[src/rtl/edge_burst_gen_if.sv]
// ---------------------------------------------------------------------------
// edge_burst_gen_if
// Bundle of request/configuration and waveform/status signals between a
// burst requester (master) and the edge_burst_gen block (slave).
//
// Handshake: the master raises start with num_edges/high_cycles/low_cycles
// valid in the same cycle. The slave takes the request on a rising clk edge
// only while busy=0, so busy acts as the inverse of ready. A start seen while
// busy=1 is dropped, not queued. done pulses for one cycle on normal
// completion. abort cancels a running burst and does nothing while idle.
//
// Signals:
//   start        master->slave  burst request
//   num_edges    master->slave  rising edges per burst (0 legal)
//   high_cycles  master->slave  high time per pulse (0 acts as 1)
//   low_cycles   master->slave  low time after each pulse (0 acts as 1)
//   abort        master->slave  cancel an active burst
//   signal       slave->master  generated waveform (registered)
//   busy         slave->master  burst in progress
//   done         slave->master  one-cycle completion pulse
//   edges_sent   slave->master  rising edges emitted in current/last burst
// ---------------------------------------------------------------------------
interface edge_burst_gen_if #(
  parameter int CW = 3
);
  logic          start;
  logic [CW-1:0] num_edges;
  logic [CW-1:0] high_cycles;
  logic [CW-1:0] low_cycles;
  logic          abort;
  logic          signal;
  logic          busy;
  logic          done;
  logic [CW-1:0] edges_sent;

  modport master (
    output start, num_edges, high_cycles, low_cycles, abort,
    input  signal, busy, done, edges_sent
  );

  modport slave (
    input  start, num_edges, high_cycles, low_cycles, abort,
    output signal, busy, done, edges_sent
  );
endinterface

[src/rtl/edge_burst_gen.sv]
// ---------------------------------------------------------------------------
// edge_burst_gen
// Programmable pulse-burst transmitter. On an accepted start it drives
// num_edges pulses on signal, each high for max(high_cycles,1) cycles and
// then low for max(low_cycles,1) cycles, and pulses done when the last low
// phase ends. Burst parameters are captured when start is accepted.
//
// Ports:
//   clk          in   sole clock, rising edge
//   reset        in   asynchronous active-low reset
//   bus          slave modport of edge_burst_gen_if (see interface header)
//   dbg_state_o  out  current FSM state (0=IDLE, 1=HIGH, 2=LOW)
// ---------------------------------------------------------------------------
module edge_burst_gen #(
  parameter int CW = 3
) (
  input  logic                clk,
  input  logic                reset,
  edge_burst_gen_if.slave     bus,
  output logic [1:0]          dbg_state_o
);

  typedef enum logic [1:0] {
    IDLE = 2'd0,
    HIGH = 2'd1,
    LOW  = 2'd2
  } state_t;

  localparam logic [CW-1:0] ONE = {{(CW-1){1'b0}}, 1'b1};

  state_t        state_q,  state_d;
  logic          signal_q, signal_d;
  logic          busy_q,   busy_d;
  logic          done_q,   done_d;
  logic [CW-1:0] edges_q,  edges_d;
  // Counts cycles already spent in the current phase, starting at 1. The
  // end-of-phase test happens before any increment, so with a CW-bit counter
  // a phase length of 2^CW-1 never overflows.
  logic [CW-1:0] phase_q,  phase_d;
  logic [CW-1:0] n_q,      n_d;
  // Phase lengths are stored already clamped to at least 1.
  logic [CW-1:0] h_q,      h_d;
  logic [CW-1:0] l_q,      l_d;

  always_ff @(posedge clk or negedge reset) begin
    if (!reset) begin
      state_q  <= IDLE;
      signal_q <= 1'b0;
      busy_q   <= 1'b0;
      done_q   <= 1'b0;
      edges_q  <= '0;
      phase_q  <= '0;
      n_q      <= '0;
      h_q      <= '0;
      l_q      <= '0;
    end else begin
      state_q  <= state_d;
      signal_q <= signal_d;
      busy_q   <= busy_d;
      done_q   <= done_d;
      edges_q  <= edges_d;
      phase_q  <= phase_d;
      n_q      <= n_d;
      h_q      <= h_d;
      l_q      <= l_d;
    end
  end

  always_comb begin
    state_d  = state_q;
    signal_d = signal_q;
    busy_d   = busy_q;
    done_d   = 1'b0;
    edges_d  = edges_q;
    phase_d  = phase_q;
    n_d      = n_q;
    h_d      = h_q;
    l_d      = l_q;

    case (state_q)
      IDLE: begin
        // abort is meaningless here, so start always takes priority.
        if (bus.start) begin
          n_d = bus.num_edges;
          h_d = (bus.high_cycles == '0) ? ONE : bus.high_cycles;
          l_d = (bus.low_cycles  == '0) ? ONE : bus.low_cycles;
          if (bus.num_edges != '0) begin
            state_d  = HIGH;
            signal_d = 1'b1;
            busy_d   = 1'b1;
            edges_d  = ONE;
            phase_d  = ONE;
          end else begin
            // Empty burst completes immediately without leaving IDLE.
            done_d  = 1'b1;
            edges_d = '0;
          end
        end
      end

      HIGH: begin
        if (bus.abort) begin
          state_d  = IDLE;
          signal_d = 1'b0;
          busy_d   = 1'b0;
          phase_d  = '0;
        end else if (phase_q >= h_q) begin
          state_d  = LOW;
          signal_d = 1'b0;
          phase_d  = ONE;
        end else begin
          phase_d = phase_q + ONE;
        end
      end

      LOW: begin
        if (bus.abort) begin
          state_d  = IDLE;
          signal_d = 1'b0;
          busy_d   = 1'b0;
          phase_d  = '0;
        end else if (phase_q >= l_q) begin
          if (edges_q < n_q) begin
            state_d  = HIGH;
            signal_d = 1'b1;
            edges_d  = edges_q + ONE;
            phase_d  = ONE;
          end else begin
            state_d = IDLE;
            busy_d  = 1'b0;
            done_d  = 1'b1;
            phase_d = '0;
          end
        end else begin
          phase_d = phase_q + ONE;
        end
      end

      default: begin
        state_d  = IDLE;
        signal_d = 1'b0;
        busy_d   = 1'b0;
        phase_d  = '0;
      end
    endcase
  end

  assign bus.signal     = signal_q;
  assign bus.busy       = busy_q;
  assign bus.done       = done_q;
  assign bus.edges_sent = edges_q;
  assign dbg_state_o    = state_q;

endmodule
[src/flat_wrapper.sv]
// flat-port wrapper written by rule: the top's interface ports become plain ports
module edge_burst_gen_flat 
#(
  parameter int CW = 3
)
  (clk, reset, dbg_state_o, bus_start, bus_num_edges, bus_high_cycles, bus_low_cycles, bus_abort, bus_signal, bus_busy, bus_done, bus_edges_sent);
  edge_burst_gen_if #(.CW(CW)) bus_i ();
  input  logic clk;
  input  logic reset;
  output logic [1:0] dbg_state_o;
  input wire logic [$bits(bus_i.start)-1:0] bus_start;
  input wire logic [$bits(bus_i.num_edges)-1:0] bus_num_edges;
  input wire logic [$bits(bus_i.high_cycles)-1:0] bus_high_cycles;
  input wire logic [$bits(bus_i.low_cycles)-1:0] bus_low_cycles;
  input wire logic [$bits(bus_i.abort)-1:0] bus_abort;
  output wire logic [$bits(bus_i.signal)-1:0] bus_signal;
  output wire logic [$bits(bus_i.busy)-1:0] bus_busy;
  output wire logic [$bits(bus_i.done)-1:0] bus_done;
  output wire logic [$bits(bus_i.edges_sent)-1:0] bus_edges_sent;
  assign bus_i.start = bus_start;
  assign bus_i.num_edges = bus_num_edges;
  assign bus_i.high_cycles = bus_high_cycles;
  assign bus_i.low_cycles = bus_low_cycles;
  assign bus_i.abort = bus_abort;
  assign bus_signal = bus_i.signal;
  assign bus_busy = bus_i.busy;
  assign bus_done = bus_i.done;
  assign bus_edges_sent = bus_i.edges_sent;
  edge_burst_gen #(.CW(CW)) u_core (.clk(clk), .reset(reset), .bus(bus_i), .dbg_state_o(dbg_state_o));
endmodule
[config.mk]
export PLATFORM = sky130hd
export DESIGN_NAME = edge_burst_gen_flat
export DESIGN_NICKNAME = d
export VERILOG_FILES = /design/src/rtl/edge_burst_gen_if.sv /design/src/rtl/edge_burst_gen.sv /design/src/flat_wrapper.sv
export SDC_FILE = /design/constraint.sdc
export NUM_CORES = 1
export LEC_CHECK = 0
export ABC_CLOCK_PERIOD_IN_PS = 2370
export CORE_MARGIN = 4
export CORE_UTILIZATION = 45
export DETAILED_ROUTE_END_ITERATION = 16
export GPL_ROUTABILITY_DRIVEN = 0
export PLACE_DENSITY_LB_ADDON = 0.2
export SYNTH_ARGS = -nofsm -noshare
export SYNTH_HDL_FRONTEND = slang
export SYNTH_SLANG_ARGS = --single-unit
[constraint.sdc]
create_clock -name clk -period 2.37 [get_ports clk]
set_clock_uncertainty 0.2 [all_clocks]
set_input_delay 0.474 -clock clk [delete_from_list [all_inputs] [get_ports clk]]
set_output_delay 0.474 -clock clk [all_outputs]
set_load 0.01 [all_outputs]
==> flow_metrics.tcl <==
set metrics [dict create \
    grt-ovfl-total 0 \
    r2r-start "u_core.phase_q[2]$_DFFE_PN0P_" \
    timing.fmax_mhz 446.3 \
    coreArea_um2 2734 \
    maxCapViolCount 0 \
    die-area_um2 3758 \
    slowest_delay_ns 0.63 \
    yosysWarningCount 0 \
    grt.total_usage_pct 16.22 \
    dr.pass1.iters 4 \
    status "complete, no violations" \
    diodes 0 \
    synth_cell_type_count 46 \
    worstPathRequired_ns 1.70 \
    die_h_um 61.31 \
    crit_type "reg -> out" \
    dpl.hpwl_um 2050 \
    worst_setup_path_end_kind "output port" \
    critPathLaunchType "flop" \
    vias 1060 \
    synthCells 129 \
    cts_buffer_depth 2 \
    drcViolationCount 0 \
    wirelength_um 2786 \
    layoutNonFillerInstCount 183 \
    startpoint "u_core.dbg_state_o[1]$_DFFE_PN0P_" \
    grt_setup_unrepaired "no" \
    p_per_area_nw_per_um2 1140 \
    crit_slowest_cell "dfrtp_1" \
    post-place-ws_ns 0.1559 \
    path_buf_inv 1 \
    critPathMaxFanout 13 \
    cp.arrival_ns 1.57 \
    numClockSinks 20 \
    synth_nets 152 \
    rows 19 \
    postSynthRegisterBits 20 \
    crit_path_cell_trace "clkdlybuf4s50_1" \
    slew_viol_final 0 \
    grt_pass1_vias 991 \
    initial_core_util_pct 46.77 \
    die_w_um 61.31 \
    netlist.area_leader.share_pct 39.14 \
    syn2layout_area_growth_pct 21.72 \
    synth_flop_cell "dfrtp_1" \
    clkLatencyLatePin_ns 0.32 \
    layout_setup_ws_ns 0.1295 \
    drtIter0Drc 26 \
    setup_violations 0 \
    ys_top_cells_by_area "dfrtp_1 (39%), ha_1 (9.8%), mux2_2 (6.2%), nand2_1 (3.5%), inv_1 (2.6%)" \
    cts_inserted_buffers 3 \
    slew_headroom_pct 68.30 \
    tritoncts "yes" \
    htreeDepth 1 \
    ant_nets 0 \
    antenna_found_initial 0 \
    critPathTopFamily "flip-flops" \
    grt_pass1_wl_um 4443 \
    placed_cells 179 \
    hold_violations 0 \
    yosysTopAreaCell "dfrtp_1" \
    fin_setup_tns_ns 0 \
    port_buffers 20 \
    worst_pin_slew_ns 0.4724 \
    final.period_utilization_pct 94.54 \
    syn_area_um2 1279 \
    synthArstFlopShare_pct 100.0 \
    wl_per_cell_um 15.22 \
    syn_area_per_cell_um2 9.913 \
    io_pins 21 \
    path_clk_slew_ns 0.12 \
    synth_enable_flop_cells 0 \
    hp-class "in -> async" \
    grt_max_degree 21 \
    nets 176 \
    ir_drop_v 0.0007783 \
    power.leakage_nw 0.6867 \
    seq_area_frac_synth_pct 39.14 \
    vias_per_cell 5.792 \
    root_buffer "clkbuf_4" \
    period_minus_slack_ns 2.241 \
    drive_gt1_share_pct 17.11 \
]
[worst register-to-register path, delay by kind of cell, from the launching register on]
| family | cells | cell delay (ns) |
|---|---|---|
| AO/OA/AOI/OAI | 2 | 0.56 |
| flip-flops | 1 | 0.45 |
| AND/OR/NAND/NOR | 2 | 0.44 |
| adder cells (fa/ha/maj) | 1 | 0.34 |
[routing by layer]
| metal | track usage (%) | part of all wire (%) | up-vias | wire (µm) |
|---|---|---|---|---|
| li1 | - | - | 516 | - |
| met1 | 21.12 | 45 | 511 | 1266 |
| met2 | 25.53 | 48 | 28 | 1333 |
| met3 | 3.774 | 4.8 | 5 | 135 |
| met4 | 7.430 | 1.8 | 0 | 51 |
| met5 | 0 | 0 | - | 0 |
[timing repair]
action | CTS | global route
resized for setup | 0 | 1
hold buffers | 0 | 0
setup buffers | 0 | 0
endpoints found under the setup margin | 0 | 1
[synth_stat cells, drive strengths merged, types with 2 or more instances]
master,n
mux2i,2
o311ai,2
o31ai,3
dfrtp,20
a21oi,6
ha,10
nor2b,3
nor3,3
buf,5
nand2,14
or3,3
mux2,7
inv,10
a31oi,2
nor2,7
nand2b,3
nand3,5
o21ai,7
o22ai,2
[stage by stage]
stage | utilization, % | hold slack (ns) | total power [mW] | area (µm²)
3_5_place_dp | 55.29 | 0.2871 | 1.542 | 1511
5_1_grt | 56.93 | 0.3087 | 1.909 | 1556
4_1_cts | 56.61 | 0.2913 | 1.751 | 1548
2_1_floorplan | - | -0.02159 | 1.293 | 1279
3_3_place_gp | 55.29 | 0.2881 | 1.512 | 1511
6_report | 56.93 | 0.2786 | 1.775 | 1556
[registers in the layout, summed over array words and instances, names as in the netlist]
signal,cells
u_core.bus.busy,1
u_core.n_q,3
u_core.phase_q,3
u_core.dbg_state_o,2
u_core.bus.done,1
u_core.bus.signal,1
u_core.l_q,3
u_core.h_q,3
u_core.bus.edges_sent,3
[power by group]
part / switching, mW / internal, mW / leakage [nW]
sequential: 0.140 / 0.477 / 0.245
clock: 0.116 / 0.0940 / 0.0210
combinational: 0.493 / 0.455 / 0.421
[placed cells by master, fill, tap and decap left out, drive strengths merged, types with 4 or more instances in the layout]
master and count:
nand3 5, mux2 7, o21ai 7, nor2 7
nand2 14, dfrtp 20, buf 4, ha 10
clkbuf 4, inv 10, a21oi 6, clkdlybuf4s50 20
[layout make-up]
cell class	count	area, µm²
flip-flops and latches	20	500.5
well taps	31	38.79
inverters	10	37.54
clock buffers	4	36.28
fillers	233	1177
repair buffers	24	230.2
multi-input cells	94	713.2
[kinds of logic after synthesis]
logic type	count (synthesis)	share of synthesized area [%]
compound gates	34	20.35
mux	9	7.730
buf+inv	15	5.772
flops	20	39.14
simple gates	41	17.22
fa+ha+maj	10	9.785
[final timing paths]
kind | end | slack [ns] | cells past startpoint
max in group asynchronous | u_core.l_q[0]$_DFFE_PN0P_ | 1.48 | 2
worst max-delay path | dbg_state_o[1] | 0.13 | 1
min in group clk | u_core.l_q[0]$_DFFE_PN0P_ | 0.31 | 2
worst min register to register | u_core.l_q[0]$_DFFE_PN0P_ | 0.31 | 2
worst max register to register | u_core.bus.edges_sent[1]$_DFFE_PN0P_ | 0.27 | 5
worst min-delay path | u_core.dbg_state_o[0]$_DFFE_PN0P_ | 0.28 | 2
No activity file was read; power rests on OpenSTA's default activity.
